`src/rtl/csi_tx_phy_dat.sv`:
```
// D-PHY/CSI-2 transmit data-lane sequencer: turns a valid/ready byte stream into
// a full HS burst (LP-01, LP-00, HS-zero, sync, payload, trail, LP-11) for an 8:1 serializer.
module csi_tx_phy_dat #(
  parameter bit INVERT       = 1'b0,
  parameter int T_LPX        = 2,
  parameter int T_HS_PREPARE = 2,
  parameter int T_HS_ZERO    = 4,
  parameter int T_HS_TRAIL   = 3
) (
  input  logic       byte_clock,
  input  logic       reset,
  input  logic       enable,
  input  logic       tx_valid,
  input  logic [7:0] tx_data,
  input  logic       tx_last,
  output logic       tx_ready,
  output logic [7:0] hs_byte,
  output logic       hs_en,
  output logic       lp_dp,
  output logic       lp_dn,
  output logic       busy,
  output logic       underflow
);

  localparam int MAX_A = (T_LPX > T_HS_PREPARE) ? T_LPX : T_HS_PREPARE;
  localparam int MAX_B = (T_HS_ZERO > T_HS_TRAIL) ? T_HS_ZERO : T_HS_TRAIL;
  localparam int MAX_T = (MAX_A > MAX_B) ? MAX_A : MAX_B;
  localparam int CW    = $clog2(MAX_T) + 1;

  localparam logic [CW-1:0] LPX_LOAD   = CW'(T_LPX - 1);
  localparam logic [CW-1:0] PREP_LOAD  = CW'(T_HS_PREPARE - 1);
  localparam logic [CW-1:0] ZERO_LOAD  = CW'(T_HS_ZERO - 1);
  localparam logic [CW-1:0] TRAIL_LOAD = CW'(T_HS_TRAIL - 1);
  localparam logic [CW-1:0] CNT_ONE    = CW'(1);
  localparam logic [7:0]    SYNC_BYTE  = 8'hB8;

  typedef enum logic [2:0] {
    IDLE, LPX, PREP, ZERO, SYNC, DATA, TRAIL, EXIT
  } state_t;

  state_t        state, state_d;
  logic [CW-1:0] cnt, cnt_d;
  logic [7:0]    raw, raw_d;
  logic          ready_d, uf_d;
  logic          lp_p_d, lp_n_d;

  // raw holds the non-inverted lane byte so the trail level is derived from the
  // true last payload bit regardless of board polarity.
  always_comb begin
    state_d = state;
    cnt_d   = cnt;
    raw_d   = raw;
    ready_d = 1'b0;
    uf_d    = 1'b0;
    unique case (state)
      IDLE: begin
        raw_d = 8'h00;
        if (enable && tx_valid) begin
          state_d = LPX;
          cnt_d   = LPX_LOAD;
        end
      end
      LPX: begin
        if (cnt == '0) begin
          state_d = PREP;
          cnt_d   = PREP_LOAD;
        end else cnt_d = cnt - CNT_ONE;
      end
      PREP: begin
        if (cnt == '0) begin
          state_d = ZERO;
          cnt_d   = ZERO_LOAD;
        end else cnt_d = cnt - CNT_ONE;
      end
      ZERO: begin
        if (cnt == '0) begin
          state_d = SYNC;
          raw_d   = SYNC_BYTE;
          ready_d = 1'b1;
        end else cnt_d = cnt - CNT_ONE;
      end
      SYNC, DATA: begin
        // tx_ready low in DATA means the last byte is on the lane this cycle
        if (tx_ready && tx_valid) begin
          state_d = DATA;
          raw_d   = tx_data;
          ready_d = ~tx_last;
        end else begin
          state_d = TRAIL;
          cnt_d   = TRAIL_LOAD;
          raw_d   = {8{~raw[7]}};
          uf_d    = tx_ready;
        end
      end
      TRAIL: begin
        if (cnt == '0) begin
          state_d = EXIT;
          cnt_d   = LPX_LOAD;
          raw_d   = 8'h00;
        end else cnt_d = cnt - CNT_ONE;
      end
      EXIT: begin
        if (cnt == '0) state_d = IDLE;
        else cnt_d = cnt - CNT_ONE;
      end
      default: begin
        state_d = IDLE;
        cnt_d   = '0;
        raw_d   = 8'h00;
      end
    endcase
  end

  assign lp_p_d = (state_d == IDLE) || (state_d == EXIT);
  assign lp_n_d = (state_d == IDLE) || (state_d == EXIT) || (state_d == LPX);

  // Outputs are decoded from the next state so they line up with the state register.
  always_ff @(posedge byte_clock or posedge reset) begin
    if (reset) begin
      state     <= IDLE;
      cnt       <= '0;
      raw       <= 8'h00;
      hs_byte   <= {8{INVERT}};
      hs_en     <= 1'b0;
      lp_dp     <= 1'b1;
      lp_dn     <= 1'b1;
      tx_ready  <= 1'b0;
      busy      <= 1'b0;
      underflow <= 1'b0;
    end else begin
      state     <= state_d;
      cnt       <= cnt_d;
      raw       <= raw_d;
      hs_byte   <= raw_d ^ {8{INVERT}};
      hs_en     <= (state_d == ZERO) || (state_d == SYNC) ||
                   (state_d == DATA) || (state_d == TRAIL);
      lp_dp     <= INVERT ? lp_n_d : lp_p_d;
      lp_dn     <= INVERT ? lp_p_d : lp_n_d;
      tx_ready  <= ready_d;
      busy      <= (state_d != IDLE);
      underflow <= uf_d;
    end
  end

endmodule

```
`config.mk`:
```
export PLATFORM = sky130hd
export DESIGN_NAME = csi_tx_phy_dat
export DESIGN_NICKNAME = d
export VERILOG_FILES = /design/src/rtl/csi_tx_phy_dat.sv
export SDC_FILE = /design/constraint.sdc
export NUM_CORES = 1
export LEC_CHECK = 0
export BUFFER_PORTS_ARGS = -buffer_cell sky130_fd_sc_hd__buf_4
export CAP_MARGIN = 20
export CELL_PAD_IN_SITES_DETAIL_PLACEMENT = 1
export CELL_PAD_IN_SITES_GLOBAL_PLACEMENT = 2
export CORE_ASPECT_RATIO = 1.25
export CORE_MARGIN = 1.5
export CORE_UTILIZATION = 31
export DETAILED_ROUTE_END_ITERATION = 7
export MAX_ROUTING_LAYER = met4
export PLACE_DENSITY = 0.78
export SYNTH_ARGS = -nofsm -noshare
export SYNTH_HDL_FRONTEND = slang
export SYNTH_SLANG_ARGS = --single-unit
```
`constraint.sdc`:
```
create_clock -name byte_clock -period 1.7 [get_ports byte_clock]
set_input_delay 0.34 -clock byte_clock [delete_from_list [all_inputs] [get_ports byte_clock]]
set_output_delay 0.34 -clock byte_clock [all_outputs]
set_load 0.005 [all_outputs]
```
After elaboration in Yosys (flattened, before gate mapping) --
Index checks and enable logic that the tools add are counted.
Cells by class: multiplexer cells 23, shifts and indexed selects 0, magnitude comparators 0, multiply operators 0, equal/unequal tests 18, divide/modulo/power cells 0, bitwise logic cells 2, $add $sub $neg 1, reductions and logical operators 17
Operator list (number):
- 2-to-1 mux 3 bit | 11
- one-hot mux 8 bit (4 select lines) | 1
- == test 3 bit (second input constant) | 8
- 2-to-1 mux 8 bit | 3
- one-hot mux 3 bit (7 select lines) | 1
- one-hot mux 3 bit (5 select lines) | 1
- != test 2 bit (second input constant) | 5
- == test 3 x 2 -> 1 bit (second input constant) | 3
- logical NOT 3 bit | 3
- == test 3 x 1 -> 1 bit (second input constant) | 2
- AND reduction 3 bit | 2
- OR reduction 2 bit | 3
- logical OR 1 bit | 5
- 2-to-1 mux 1 bit | 4
- nonzero test 4 bit | 1
- nonzero test 3 bit | 1
- subtractor 3 x 1 -> 3 bit (second input constant) | 1
- logical AND 1 bit | 2
- 2-to-1 mux 2 bit | 1
- inverter 1 bit | 2
- one-hot mux 1 bit (2 select lines) | 1
Storage, ports and cells: bits in latches 0, output and inout bits 14, input port bits 13, memory bits (read-only) 0, word-level logic and storage cells 70, RAM bits 0, memories 0, flip-flop bits (word level) 20

Longest topological paths before layout --
Gate-level depths: netlist (run 1).
word-level depth 7, depth in mapped cells 7, gate-level depth less buffers 6

Worst setup path before layout (run 1) --
OpenSTA, ideal clock, no wires.
path kind register -> register, start register state[2], end register cnt[0], path buffers 1, setup time 0.125 ns, slack 0.195 ns, clock period less this slack 1.505 ns, arrival time 1.380 ns, stages on the path, launching flop included 5, required time 1.575 ns, cell sequence dfrtp_1 -> buf_6 -> a2111oi_4 -> and3b_4 -> mux2_4
Between the ends: cells in the longest elaborated chain, start to end 4, elaborated cells on any way between the ends 16, classes of those cells eq/ne: 10; mux: 1; reduce/logical: 5
Ends and longest elaborated chain:
- start, declared | line 41 | state_t state, state_d;
- start signal, assigned | line 131 | state <= state_d;
- == test 3 bit or == test 3 x 2 -> 1 bit (tied branches) | line 55 | unique case (state)
- OR reduction 2 bit (on tied branches)
- != test 2 bit (no source line)
- AND reduction 3 bit (no source line)
- end signal, assigned | line 132 | cnt <= cnt_d;
- end, declared | line 42 | logic [CW-1:0] cnt, cnt_d;
Parallel ways exist; a longest one is shown, timed or not. A chain may end at the register's enable or synchronous reset.

Worst setup path after layout (run 1) --
start register cnt[0], end register cnt[1]
Between the ends: cells in the longest elaborated chain, start to end 3, elaborated cells on any way between the ends 8, classes of those cells add/sub: 1; eq/ne: 1; mux: 4; reduce/logical: 2
Ends and longest elaborated chain (line):
- subtractor 3 x 1 -> 3 bit or logical NOT 3 bit (tied branches)
- 2-to-1 mux 3 bit, or another cell as far along | 76, 103
- one-hot mux 3 bit (5 select lines) or AND reduction 3 bit (tied branches)
Parallel ways exist; a longest one is shown, timed or not. The select of a mux whose other input is x is not followed.

==> summary.md, run 1 <==
| Metric | Value |
|---|---|
| Worst slew margin | `74.4%` |
| H-tree Lvls | `1` |
| CTS tree | `yes` |
| Yosys warning total | `0` |
| Post-DP HPWL | `1940 um` |
| GRT Util Overall | `16.2%` |
| IO Pins | `27` |
| Worst-path clk slew | `70 ps` |
| Synth cell count leaders | `dfrtp_1 (18), nor2_1 (11), a21oi_1 (7)` |
| Grt ovf | `0` |
| Critical Path RT | `1880 ps` |
| P&R area growth vs syn | `30.4%` |
| Vias per cell | `5.21` |
| FP Rows | `23` |
| VDD IR max | `0.000830 V` |
| Register bit total from synthesis | `20` |
| Worst-case clock buffer depth | `2` |
| CTS Root Cell | `clkbuf_8` |
| Drt total wl | `2610 um` |
| Antenna violations before repair | `0` |
| Die height | `67.8 um` |
| TritonRoute pass-1 iters | `2` |
| Storage cell area | `503 um2` |
| Fin nets | `149` |
| Port Buffer Count | `26` |
| Worst Hold Class | `input pin to async pin` |
| Iteration-0 DRC Markers | `2` |
| Width of the die | `54.8 um` |
| Number of synthesized flops with an enable pin | `0` |
| Starting Density | `32.5%` |
| CP startpoint kind | `register` |
| Largest net degree at the start of global routing | `21` |
| Most numerous cell in the Yosys netlist | `dfrtp_1` |
| Yosys top cell by area | `dfrtp_1` |
| Worst r2r src | `cnt[0]` |
| Multi-input gate area | `484 um2` |
| Pleak | `0.625 nW` |
| Worst-Margin Slew | `384 ps` |
| Routed vias | `885` |
| Synth area leaders | `dfrtp_1 (43%), dfstp_2 (5.1%), o21a_1 (4.3%)` |
| Synthesized area | `0.00104 mm2` |
| CP max FO | `8` |
| Cells after Synth | `101` |
| # diodes | `0` |
| Kind of end point of the critical path | `register` |
| Fillers | `375` |
| Critical Path Start | `cnt[0]` |
| ANT nets after route | `0` |
| Core area | `0.00319 mm2` |
| Setup CP Type | `register to register` |
| Share of the synthesized area in the top cell type | `43.3%` |
| Non-Filler Cell Area, Final | `0.00136 mm2` |
| Final Skew | `2.80 ps` |
| Top_reg_cell synth | `dfrtp_1` |
| Crit path DAT | `1760 ps` |
| Final hold violation count | `0` |
| Period utilization | `93.0%` |
| Share of layout cells above drive strength 1 | `32.3%` |
| First-pass GRT wire length | `4130 um` |
| Wire per inst | `15.3 um` |
| Highest clock rate | `633 MHz` |
| RSZ-0062 raised after global routing | `no` |
| Final TNS setup | `0 ps` |
| Reg2Reg Depth | `7` |
| Seq/Total Area, Yosys | `48.4%` |
| Async S/R FF share, synth | `100%` |
| Pwr/cell area | `1900 mW/mm2` |
| Synthesized Nets | `116` |
| Drt drc | `0` |
| Vias in the first global route | `870` |
| Syn avg cell area | `10.3 um2` |
| Pins Over Slew Limit | `0` |
| Status | `finished clean` |
| Total CTS buffers | `3` |
| Final setup vio count | `0` |
| Clock latency on the worst-skew pair | `250 ps` |
| Final Critical Period | `1580 ps` |
| Post-DP Area | `0.00131 mm2` |
| Max_cap viols | `0` |
| Gp weighted congestion | `0.802` |
| Post-CTS Setup Inserts | `0` |
| Clock sinks | `20` |
| Die area | `0.00371 mm2` |
| Library cells used by synthesis | `32` |
==> cell usage in the layout, fill, tap and decap left out, types with 2 or more instances in the layout <==
master     Yosys  final
clkbuf_8       0      3
ha_1           2      2
nand2_1        6      6
dfrtp_1       18     18
buf_4          0     35
nand2b_1       2      2
a21oi_1        7      7
o21a_1         6      6
inv_1          4      4
o22a_1         4      4
a31oi_1        2      2
xnor2_1        3      3
nand4b_1       2      2
dfstp_2        2      2
nor2_1        11     11
o2bb2ai_1      5      5
o21ai_1        5      6
==> routing by layer <==
layer / global-route usage [%] / vias to the layer above / share of wire (%)
li1: - / 424 / -
met1: 17.1 / 434 / 41
met2: 28.1 / 21 / 51
met3: 2.43 / 6 / 5.1
met4: 8.44 / 0 / 2.3
met5: - / - / 0
==> sequential cells by signal, indices dropped and copies added (netlist names) <==
name       cells
raw            8
cnt            3
state          3
busy           1
hs_en          1
lp_dn          1
lp_dp          1
tx_ready       1
underflow      1
==> stage by stage <==
stage	setup WS [ps]	util, %	power (mW)	std cells	hold slack [ps]
finish	120	42.5	2.58	170	112
global route	6.22	42.5	2.81	170	125
CTS	106	42.5	2.61	170	115
detailed placement	127	41.0	2.26	166	395
global placement	190	41.0	2.21	166	385
floorplan	195	-	1.77	101	302
==> final timing paths <==
path,endpoint,slack (ps)
min in group byte_clock,tx_ready,250
hold reg to reg,raw[0],500
setup reg to reg,cnt[1],120
setup / recovery,cnt[1],120
hold / removal,raw[0],110
max in group asynchronous,lp_dp,1320
==> report_power, final <==
| group | total [mW] | internal (mW) | switching, mW | leakage (nW) |
|---|---|---|---|---|
| sequential | 0.881 | 0.715 | 0.166 | 0.236 |
| clock | 0.321 | 0.167 | 0.154 | 0.0228 |
| combinational | 1.38 | 0.716 | 0.665 | 0.366 |
| total | 2.58 | 1.60 | 0.985 | 0.625 |
==> kinds of logic (layout without fill, tap and decap cells) <==
kind of cell / Yosys count / count (layout) / share of synthesized area, %
multiplexers: 2 / 2 / 2.41
XOR/XNOR: 3 / 3 / 2.53
AO/OA/AOI/OAI: 37 / 37 / 26.2
AND/OR/NAND/NOR: 26 / 26 / 13.0
adder cells (fa/ha/maj): 2 / 2 / 2.41
buffers and inverters: 11 / 43 / 5.05
flip-flops: 20 / 20 / 48.4
==> what timing repair did <==
action	4_1_cts	5_1_grt
resized for setup	0	1
endpoints found under the setup margin	0	1
hold buffers	0	0
==> area by class of cell <==
| class | count | area share (%) |
|---|---|---|
| multi-input combinational | 70 | 35.7 |
| sequential | 20 | 37.1 |
| timing repair buffer | 35 | 19.4 |
| tap | 37 | 3.41 |
| clock buffer | 4 | 3.32 |
| inverter | 4 | 1.11 |
==> worst max-delay path, cell delays in order, from the launching register on <==
cell and delay [ps]:
dfrtp_1 380, inv_1 70, ha_1 230, nor2b_1 130
buf_4 160, o21ai_0 270, nand2b_1 100, a31oi_1 170
Note: power is estimated with default switching activity, not from simulation.
==> inputs of run 2 (changes only) <==
BUFFER_PORTS_ARGS = not set   (was -buffer_cell sky130_fd_sc_hd__buf_4)
CORE_UTILIZATION = 37   (was 31)
DONT_BUFFER_PORTS = 1   (was not set)
PLACE_DENSITY = 0.77   (was 0.78)
==> run 2 against run 1 <==
Core utilization grew 1.4 points. Register-to-register slack barely moved. Cell count down 16%. Hold slack worse by 15 ps. Critical endpoint is now cnt[0]. Non-clock buffer count fell by 25. Clock-buffer cell count decreased by 1. Worst setup slack gained 5.7 ps. Sequential share of layout area up 5.7 points. Die area down 15%. Total power decreased by 6.0%. Via count shrank 14%. Largest cell class unchanged.
==> summary.md, run 2 (synthesis results as in run 1) <==
| Metric | Value |
|---|---|
| Max incr delay on CP | `390 ps` |
| Total CTS buffers | `3` |
| CP startpoint kind | `register` |
| Worst slew margin | `72.1%` |
| Final Critical Period | `1570 ps` |
| Core area | `0.00268 mm2` |
| Pleak | `0.507 nW` |
| Slowest CP cell | `dfrtp_1` |
| Largest Register | `raw` |
| Final Skew | `12.8 ps` |
| Worst-path clk slew | `130 ps` |
| CTS tree | `yes` |
| Kind of end point of the critical path | `register` |
| GRT Util Overall | `16.6%` |
| First-pass GRT wire length | `3820 um` |
| IO Pins | `27` |
| Critical Path RT | `1900 ps` |
| Width of the die | `50.4 um` |
| DP Cell Count | `137` |
| Commonest non-fill, non-tap cell in the layout | `dfrtp_1` |
| Drt drc | `0` |
| Fin nets | `124` |
| Vias in the first global route | `830` |
| Iteration-0 DRC Markers | `17` |
| Die height | `62.3 um` |
| Crit path buf inv count | `2` |
| Dpl ws | `105 ps` |
| Clock sinks | `20` |
| Highest clock rate | `635 MHz` |
| Pwr/cell area | `2070 mW/mm2` |
| Final TNS setup | `0 ps` |
| Antenna violations before repair | `0` |
| # diodes | `0` |
| Drt total wl | `2380 um` |
| Crit path DAT | `1770 ps` |
| ANT nets after route | `0` |
| Cell family with most CP delay | `flip-flops` |
| Final hold violation count | `0` |
| Starting Density | `38.8%` |
| CP max FO | `8` |
| Grt ovf | `0` |
| Worst-Margin Slew | `418 ps` |
| FP Rows | `21` |
| P&R area growth vs syn | `13.0%` |
| Worst Hold Class | `input pin to register` |
| Vias per cell | `5.38` |
| Gp weighted congestion | `0.770` |
| Largest registers | `raw: 8 flops, cnt: 3 flops, state: 3 flops` |
| Largest net degree at the start of global routing | `21` |
| Most frequent cells in the layout | `dfrtp_1 (18), nor2_1 (11), buf_4 (9), a21oi_1 (7)` |
| Critical-path cell list | `inv_1 > ha_1 > nor2b_1 > buf_4 > o21ai_1 > a21oi_1 > mux2_4` |
| RSZ-0062 raised after global routing | `no` |
| H-tree Lvls | `1` |
| VDD IR max | `0.000663 V` |
| CTS Root Cell | `clkbuf_4` |
| Share of layout cells above drive strength 1 | `16.7%` |
| Pwr Total | `2.43 mW` |
| Status | `finished clean` |
| Worst-case clock buffer depth | `2` |
| Pins Over Slew Limit | `0` |
| Post-DP HPWL | `1750 um` |
| Setup CP Type | `register to register` |
| Post-CTS Setup Inserts | `0` |
| Clock latency on the worst-skew pair | `310 ps` |
| Non-Filler Instances | `142` |
| Wire per inst | `16.8 um` |
| Die area | `0.00314 mm2` |
| Final setup margin | `126 ps` |
| Max_cap viols | `0` |
| Max FFs per register | `8` |
| Period utilization | `92.6%` |
| Routed vias | `764` |
| Final setup vio count | `0` |
| Port Buffer Count | `0` |
| TritonRoute pass-1 iters | `4` |
## run 2: cell types whose count changed in the layout (fill, tap and decap cells not counted), sizes merged
cell,change
dlygate4sd3,+1
clkbuf,-1
bufinv,+1
buf,-26
## run 2: final timing paths
check | startpoint | slack (ps) | depth (start not counted) | endpoint
setup / recovery | cnt[0] | 130 | 7 | cnt[0]
hold / removal | tx_last | 100 | 1 | tx_ready
setup reg to reg | cnt[0] | 130 | 7 | cnt[0]
hold reg to reg | raw[6] | 530 | 1 | raw[6]
max in group asynchronous | reset | 950 | 3 | lp_dn
min in group asynchronous | reset | 480 | 3 | busy
## run 2: what timing repair did
item,CTS,global route
hold endpoints to repair,18,0
hold buffers,1,0
endpoints found under the setup margin,0,1
resized for setup,0,1
## run 2: layout make-up
class	instances	area [um2]
Clock buffer	3	22.5
Fill cell	316	1510
Multi-Input combinational cell	70	484
Clock inverter	1	30.0
Tap cell	34	42.5
Sequential cell	20	503
Inverter	4	15.0
Timing Repair Buffer	10	77.6
## run 2: power breakdown
part           total, mW  internal (mW)  switching (mW)
logic               1.08          0.545           0.531
registers          0.953          0.713           0.240
clock network      0.398          0.238           0.159
## run 2: per-stage QoR
step / util (%) / area [um2] / hold WS [ps]
finish: 43.8 / 1170 / 96.7
global route: 43.8 / 1170 / 65.1
global placement: 41.5 / 1110 / 273
detailed placement: 41.5 / 1110 / 285
CTS: 43.8 / 1170 / 85.9
floorplan: - / 1040 / 302
## run 2: layer usage
layer / part of all wire, % / track usage [%] / routed length [um]
met4: 0.80 / 7.09 / 19
met5: 0 / - / 0
met1: 44 / 18.8 / 1060
met2: 51 / 28.1 / 1230
met3: 3.4 / 2.88 / 80
